File: src/rtl/alu_pipe.sv
// alu_pipe: registered, valid/ready handshaked ALU with shifts and zero/neg/carry/err flags.
// Define ALU_PIPE_MUL_EN to build the iterative signed multiply (opcode 1011) and its BUSY state.
module alu_pipe #(
    parameter int WIDTH = 8
) (
    input  logic             clk,
    input  logic             rst,
    input  logic             in_valid,
    output logic             in_ready,
    input  logic [WIDTH-1:0] a,
    input  logic [WIDTH-1:0] b,
    input  logic [3:0]       op,
    output logic             out_valid,
    input  logic             out_ready,
    output logic [WIDTH-1:0] res,
    output logic             err,
    output logic             carry,
    output logic             zero,
    output logic             neg
);
    // state | meaning
    // IDLE  | no result pending, ready for operands
    // BUSY  | shift-add multiply in progress (multiply builds only)
    // DONE  | result presented and held until out_ready

    localparam logic [3:0] OP_ADD = 4'b0000;
    localparam logic [3:0] OP_SUB = 4'b0001;
    localparam logic [3:0] OP_DEC = 4'b0010;
    localparam logic [3:0] OP_INC = 4'b0011;
    localparam logic [3:0] OP_NOT = 4'b0100;
    localparam logic [3:0] OP_AND = 4'b0101;
    localparam logic [3:0] OP_OR  = 4'b0110;
    localparam logic [3:0] OP_XOR = 4'b0111;
    localparam logic [3:0] OP_SHL = 4'b1000;
    localparam logic [3:0] OP_SHR = 4'b1001;
    localparam logic [3:0] OP_SAR = 4'b1010;

    localparam int               SH_W  = $clog2(WIDTH);
    localparam logic [WIDTH-1:0] ONE   = WIDTH'(1);
    localparam logic [WIDTH-1:0] MIN_V = {1'b1, {(WIDTH-1){1'b0}}};
    localparam logic [WIDTH-1:0] MAX_V = ~MIN_V;

`ifdef ALU_PIPE_MUL_EN
    localparam logic [3:0] OP_MUL = 4'b1011;
    localparam int         CNT_W  = $clog2(WIDTH) + 1;
    typedef enum logic [1:0] {IDLE = 2'd0, BUSY = 2'd1, DONE = 2'd2} state_t;
`else
    typedef enum logic {IDLE = 1'b0, DONE = 1'b1} state_t;
`endif

    state_t           state;
    logic             accept;
    logic [WIDTH:0]   sum;
    logic [WIDTH-1:0] c_res;
    logic             c_err;
    logic             c_carry;
    logic             big_shift;

    assign in_ready  = !rst && ((state == IDLE) || ((state == DONE) && out_ready));
    assign accept    = in_valid && in_ready;
    assign zero      = (res == '0);
    assign neg       = res[WIDTH-1];
    // WIDTH is a power of two, so any bit above log2(WIDTH) means b >= WIDTH
    assign big_shift = |(b >> SH_W);

    always_comb begin
        sum     = {1'b0, a} + {1'b0, b};
        c_res   = '0;
        c_err   = 1'b0;
        c_carry = 1'b0;
        case (op)
            OP_ADD: begin
                c_res   = sum[WIDTH-1:0];
                c_carry = sum[WIDTH];
                c_err   = (a[WIDTH-1] == b[WIDTH-1]) && (sum[WIDTH-1] != a[WIDTH-1]);
            end
            OP_SUB: begin
                c_res   = a - b;
                c_carry = (a < b);
                c_err   = (a[WIDTH-1] != b[WIDTH-1]) && (c_res[WIDTH-1] != a[WIDTH-1]);
            end
            OP_DEC: begin
                c_res   = a - ONE;
                c_err   = (a == MIN_V);
                c_carry = (a == '0);
            end
            OP_INC: begin
                c_res   = a + ONE;
                c_err   = (a == MAX_V);
                c_carry = (a == '1);
            end
            OP_NOT: c_res = ~a;
            OP_AND: c_res = a & b;
            OP_OR:  c_res = a | b;
            OP_XOR: c_res = a ^ b;
            OP_SHL: c_res = big_shift ? '0 : (a << b);
            OP_SHR: c_res = big_shift ? '0 : (a >> b);
            OP_SAR: c_res = big_shift ? {WIDTH{a[WIDTH-1]}} : $unsigned($signed(a) >>> b);
            default: c_err = 1'b1;
        endcase
    end

`ifdef ALU_PIPE_MUL_EN
    logic [2*WIDTH-1:0] mcand;
    logic [2*WIDTH-1:0] prod;
    logic [2*WIDTH-1:0] prod_s;
    logic [WIDTH-1:0]   mplier;
    logic [WIDTH-1:0]   mag_a;
    logic [WIDTH-1:0]   mag_b;
    logic [CNT_W-1:0]   cnt;
    logic               sgn;
    logic               mul_ovf;

    // magnitude of the most negative value still fits as an unsigned WIDTH-bit number
    assign mag_a   = a[WIDTH-1] ? ('0 - a) : a;
    assign mag_b   = b[WIDTH-1] ? ('0 - b) : b;
    assign prod_s  = sgn ? ('0 - prod) : prod;
    assign mul_ovf = !((&prod_s[2*WIDTH-1:WIDTH-1]) || !(|prod_s[2*WIDTH-1:WIDTH-1]));
`endif

    always_ff @(posedge clk) begin
        if (rst) begin
            state     <= IDLE;
            out_valid <= 1'b0;
            res       <= '0;
            err       <= 1'b0;
            carry     <= 1'b0;
        end else begin
            case (state)
`ifdef ALU_PIPE_MUL_EN
                BUSY: begin
                    if (cnt != '0) begin
                        if (mplier[0]) begin
                            prod <= prod + mcand;
                        end
                        mcand  <= mcand << 1;
                        mplier <= mplier >> 1;
                        cnt    <= cnt - 1'b1;
                    end else begin
                        res       <= prod_s[WIDTH-1:0];
                        err       <= mul_ovf;
                        carry     <= 1'b0;
                        out_valid <= 1'b1;
                        state     <= DONE;
                    end
                end
`endif
                default: begin
                    if ((state == DONE) && out_ready) begin
                        state     <= IDLE;
                        out_valid <= 1'b0;
                    end
                    if (accept) begin
`ifdef ALU_PIPE_MUL_EN
                        if (op == OP_MUL) begin
                            state     <= BUSY;
                            out_valid <= 1'b0;
                            mcand     <= {{WIDTH{1'b0}}, mag_a};
                            mplier    <= mag_b;
                            prod      <= '0;
                            cnt       <= CNT_W'(WIDTH);
                            sgn       <= a[WIDTH-1] ^ b[WIDTH-1];
                        end else begin
                            state     <= DONE;
                            out_valid <= 1'b1;
                            res       <= c_res;
                            err       <= c_err;
                            carry     <= c_carry;
                        end
`else
                        state     <= DONE;
                        out_valid <= 1'b1;
                        res       <= c_res;
                        err       <= c_err;
                        carry     <= c_carry;
`endif
                    end
                end
            endcase
        end
    end

endmodule

File: config.mk
export PLATFORM = sky130hd
export DESIGN_NAME = alu_pipe
export DESIGN_NICKNAME = d
export VERILOG_FILES = /design/src/rtl/alu_pipe.sv
export SDC_FILE = /design/constraint.sdc
export NUM_CORES = 1
export LEC_CHECK = 0
export CAP_MARGIN = 10
export CORE_UTILIZATION = 53
export CTS_CLUSTER_SIZE = 8
export DETAILED_ROUTE_END_ITERATION = 10
export PLACE_DENSITY_LB_ADDON = 0.12
export SETUP_SLACK_MARGIN = 0.2
export SYNTH_ARGS = -nofsm -noshare
export SYNTH_HDL_FRONTEND = slang
export SYNTH_SLANG_ARGS = --single-unit
export TNS_END_PERCENT = 1
File: constraint.sdc
create_clock -name clk -period 2.4 [get_ports clk]
set_input_delay 0.48 -clock clk [delete_from_list [all_inputs] [get_ports clk]]
set_output_delay 0.48 -clock clk [all_outputs]
set_load 0.005 [all_outputs]
==> flow_summary.ini, run 1 <==
[outcome]
outcome = complete, no violations

[grt]
use_met2_pct = 72.1
grt_pass1_vias = 3942
met1_usage_pct = 55.6
met3_usage_pct = 4.57
gr-total-overflow = 0
grt_max_degree = 25
grt-busiest-layer = met2
grt_pass1_wl_um = 20700
grt_use_total_pct = 43.2
antenna_found_initial = 0

[timing]
max-slew-margin-rel_pct = 61.8
worst_pin_slew_ns = 0.566
drv_slew = 0
final.setup_skew_ns = 0.00478
finalSetupTns_ns = 0
setup-violations-final = 0
fmax_mhz = 429
rsz0062_at_grt = yes
final-hold-violation-count = 0
period_share_pct = 97.2
fin_crit_ns = 2.33

[drt]
wire_per_inst_um = 21.8
drt_iter0_markers = 587
drc = 0
dr_total_vias = 4195
ant_nets = 0
wirelength_um = 13800
viasPerCell = 6.64
dr.pass1.iters = 6

[synth]
async_reset_ff_share_pct = 0
synthCells = 416
synth_edf_count = 0
syn_area_sq_mm = 0.00320
yosys-top-cells-count = ha_1 (34), nor2_1 (34), o21ai_0 (34)
yosys_warnings = 0
synth-seq-cells = 11
synth_top_area_cell = ha_1
synth_top_area_share_pct = 13.3
synth_area_per_cell_sq_um = 7.70
ys_seq_area_share_pct = 6.88
synthesis.nets = 477
synth_area_leaders = ha_1 (13%), dfxtp_1 (6.9%), mux4_2 (5.6%), o21ai_0 (5.3%), a21oi_1 (4.2%)
ys.flop_type = dfxtp_1
synth_cell_type_count = 75

[die]
row_count = 27
initial_core_util_pct = 56.4
dieHeight_um = 79.7
dieWidth_um = 79.7
die-area_sq_mm = 0.00636
core_area_sq_mm = 0.00568
ios = 38

[clock_tree]
cts_buffers = 3
htreeDepth = 1
cts_hold_buf = 0
root_buffer = clkbuf_8
clk_pin_slew_worst_paths_ns = 0.07
cts_sinks = 11
clk_path_buf_depth = 2
clkLatencyLatePin_ns = 0.25
cts_tree = built

[place]
gp_congestion = 1.01
port_buffers = 37
dp_hpwl_um = 9930

[power_and_ir_drop]
cellLeakagePower_nw = 2.06
vdd_drop_max_v = 0.000226
powerDensity_mw_per_mm2 = 273

[finish]
final_util_pct = 84.9
nets = 622
drive_gt1_share_pct = 39.6
area_growth_syn_to_layout_pct = 50.4
diodes = 0
nFillCells = 345

[setup_path]
rrSetupSlack_ns = 0.84
r2r_cells = 7
worstSetupStartpointType = primary input
critPathKind = primary input to register
crit_path_start = b[3]
reg2reg_to = res[7]
cp_data_required_time_ns = 2.59
cp.arrival_ns = 2.53
setup.worst_path.end_class = register
r2r_start = state
path_max_fanout = 5
endpoint = res[7]

[job]
maxCapViolations = 0

[min_path]
worst_hold_path.num_cells = 1
min_path_type = register to register
flip-flops by register name, indices dropped and copies added (netlist names):
name   flops
res        8
carry      1
err        1
state      1
kinds of logic (layout without fill, tap and decap cells):
family	Yosys count	in the layout	synth area share, %
AO/OA/AOI/OAI	140	140	30.0
AND/OR/NAND/NOR	139	139	25.4
buffers and inverters	59	203	10.2
adder cells (fa/ha/maj)	37	37	15.2
multiplexers	22	22	10.2
flip-flops	11	11	6.88
XOR/XNOR	8	8	2.19
power breakdown:
part	internal (W)	switching, W	leakage, nW
Sequential	0.000192	0.00000958	0.0897
Combinational	0.000447	0.000455	1.95
Clock	0.000115	0.0000949	0.0255
Total	0.000754	0.000559	2.06
stage by stage:
| step | std cells | worst slack, ns | total power, W | hold slack (ns) | cell area, sq um |
|---|---|---|---|---|---|
| final | 632 | 0.0663 | 0.00131 | 0.512 | 4820 |
| after global routing | 632 | 0.0293 | 0.00138 | 0.539 | 4820 |
| after CTS | 627 | 0.0724 | 0.00122 | 0.523 | 4650 |
| after detailed placement | 615 | -0.521 | 0.000981 | 0.508 | 4400 |
| after global placement | 615 | -0.484 | 0.000964 | 0.496 | 4400 |
| after floorplan | 416 | -0.0165 | 0.000628 | 0.497 | 3240 |
metal layers:
layer / up-vias / share of wire, %
met5: - / 0
li1: 1862 / -
met3: 83 / 10
met4: 0 / 5.9
met2: 327 / 46
met1: 1923 / 38
cell type report:
type / instances / area (sq um) / share of cell area, %
multi-input combinational: 346 / 2960 / 61.4
timing repair buffer: 172 / 1400 / 29.1
sequential: 11 / 220 / 4.57
inverter: 27 / 101 / 2.10
tap: 72 / 90.1 / 1.87
clock buffer: 3 / 41.3 / 0.857
clock inverter: 1 / 5.00 / 0.104
cells in the final DEF, fill, tap and decap left out, types with 9 or more instances in the layout:
master           count
dfxtp_1             11
nor2b_1             10
nand2_1             32
nor2_1              34
ha_1                17
buf_6                9
a21oi_1             24
buf_4              126
ha_4                12
o21ai_0             29
inv_1               19
clkdlybuf4s50_1     18
mux2i_1              9
worst min-delay path by stage:
stage,startpoint,to,slack (ns)
after global placement,res[1],res[1],0.50
after detailed placement,res[1],res[1],0.51
after CTS,res[1],res[1],0.52
final,res[1],res[1],0.51
after global routing,err,err,0.54
after floorplan,res[1],res[1],0.50
critical path, cell delays in order:
cell and delay, ns:
dlygate4sd2_1 0.23, inv_2 0.06, ha_4 0.29, nor2b_1 0.06, o21a_1 0.22, o41a_1 0.47
buf_4 0.17, nor4_1 0.38, a211oi_2 0.06, nand3_1 0.11
what timing repair did:
action                                 CTS  global route
endpoints found under the hold margin    0             0
setup endpoints to repair               11            12
cloned                                   0             0
pin swaps                               15            20
buffers inserted                         8             5
gates resized for setup                 67            43
(Power assumes the default switching activity.)
==> inputs of run 2 (changes only) <==
--- a/config.mk
+++ b/config.mk
@@ -6,9 +6,11 @@
 export NUM_CORES = 1
 export LEC_CHECK = 0
 export CAP_MARGIN = 10
+export CORE_MARGIN = 3
 export CORE_UTILIZATION = 53
 export CTS_CLUSTER_SIZE = 8
 export DETAILED_ROUTE_END_ITERATION = 10
+export GPL_ROUTABILITY_DRIVEN = 1
 export PLACE_DENSITY_LB_ADDON = 0.12
 export SETUP_SLACK_MARGIN = 0.2
 export SYNTH_ARGS = -nofsm -noshare
==> run 2 against run 1 <==
Clock-buffer cell count did not move. Sequential power barely moved. Non-clock buffer count fell by 5. Combinational power rose by 0.9%. First-iteration DRC count fell by 7.3%. Via count rose by 3.4%. Design area fell by 1.4%. Critical path depth did not move. Power rose by 0.18%. Sequential share of layout area rose by 0.065 points. Worst hold slack improved by 0.058 ns.
==> flow_summary.ini, run 2 (synthesis results as in run 1) <==
[grt]
grt_pass1_wl_um = 21900
grt_pass1_vias = 4083
antenna_found_initial = 0
grt_max_degree = 21
gr-total-overflow = 0
grt_use_total_pct = 39.2

[outcome]
outcome = complete, no violations

[finish]
seqCellArea_sq_um = 220
final_cell_mix = buf_4 (120), nor2_1 (34), nand2_1 (33), o21ai_0 (29), a21oi_1 (23)
stdcell_count = 627
nFillCells = 353
diodes = 0
regMostFlops = res
area_growth_syn_to_layout_pct = 48.3
fin_area_sq_mm = 0.00475
multi_input_area_sq_mm = 0.00293
layout_commonest_cell = buf_4
nets = 617
drive_gt1_share_pct = 38.7
largest_reg_flops = 8

[setup_path]
path_buf_inv = 4
setup.worst_path.end_class = register
critPathKind = primary input to register
crit_slowest_cell = clkdlybuf4s15_1
cp.arrival_ns = 2.48
slowest_delay_ns = 0.37
cp_data_required_time_ns = 2.52
worstSetupStartpointType = primary input
cpLargestDelayFamily = buffers and inverters
cp_cell_sequence = clkdlybuf4s15_1, buf_4, ha_1, inv_1, a21oi_1, o41a_1, buf_4, nor4_1, a211oi_2, nand3_1
path_max_fanout = 13
crit_top_cell = buf_4

[timing]
drv_slew = 0
worst_pin_slew_ns = 0.481
setup-violations-final = 0
finalSetupTns_ns = 0
final.setup_skew_ns = 0.00108
fin_crit_ns = 2.36
period_share_pct = 98.2
fmax_mhz = 424
holdWs_ns = 0.570
rsz0062_at_grt = yes
final-hold-violation-count = 0
max-slew-margin-rel_pct = 68.0

[clock_tree]
cts_sinks = 11
htreeDepth = 1
clk_pin_slew_worst_paths_ns = 0.06
cts_hold_buf = 0
clkLatencyLatePin_ns = 0.25
clk_path_buf_depth = 2
root_buffer = clkbuf_8
cts_buffers = 3
cts_tree = built

[drt]
drc = 0
dr.pass1.iters = 6
wirelength_um = 14700
dr_total_vias = 4339
viasPerCell = 6.92
wire_per_inst_um = 23.5
drt_iter0_markers = 544
ant_nets = 0

[place]
dp_hpwl_um = 10700
gp_congestion = 1.08
placed_cells = 617
port_buffers = 37
post_dp_cell_area_sq_mm = 0.00443

[power_and_ir_drop]
cellLeakagePower_nw = 2.04
vdd_drop_max_v = 0.000250
p_total_w = 0.00132
powerDensity_mw_per_mm2 = 277

[die]
ios = 38
initial_core_util_pct = 56.4
row_count = 27
die-area_sq_mm = 0.00701
core_area_sq_mm = 0.00568
dieWidth_um = 83.7
dieHeight_um = 83.7

[min_path]
min_path_type = register to register

[job]
maxCapViolations = 0
run 2: cell types whose count changed in the layout (fill, tap and decap cells not counted), sizes merged:
cell / previous run / this run
buf: 140 / 135
clkbuf: 6 / 8
clkdlybuf4s50: 18 / 16
dlygate4sd2: 5 / 6
dlymetal6s2s: 3 / 2
run 2: layout make-up:
cell class | instances | area share, %
Tap cell | 72 | 1.90
Clock buffer | 3 | 0.869
Timing Repair Buffer | 167 | 28.7
Clock inverter | 1 | 0.105
Inverter | 27 | 2.13
Sequential cell | 11 | 4.64
Multi-Input combinational cell | 346 | 61.6
run 2: worst paths after layout:
kind | start | endpoint | slack [ns] | cells after the start
setup reg to reg | state | res[4] | 0.70 | 6
hold reg to reg | res[1] | res[1] | 0.57 | 1
setup / recovery | a[5] | res[7] | 0.04 | 10
hold / removal | res[1] | res[1] | 0.57 | 1
run 2: per-stage QoR:
step,setup WS [ns],util [%]
detailed placement,-0.517,78.1
finish,0.0425,83.7
floorplan,-0.0165,-
CTS,0.121,82.0
global placement,-0.428,78.1
global route,-0.0372,83.7
run 2: power by group:
part,internal [W],switching (W)
registers,0.000192,0.0000109
clock network,0.000115,0.0000883
logic,0.000445,0.000465
run 2: timing repair:
item	4_1_cts	5_1_grt
setup buffers	4	2
pin swaps	15	14
endpoints found under the setup margin	10	12
resized for setup	73	33
run 2: metal layers:
layer	up-vias	global-route usage (%)	wire, um
met5	-	0	0
met4	0	16.1	933
met3	90	5.53	1820
met2	390	63.9	6600
met1	2004	51.6	5380
li1	1855	-	-
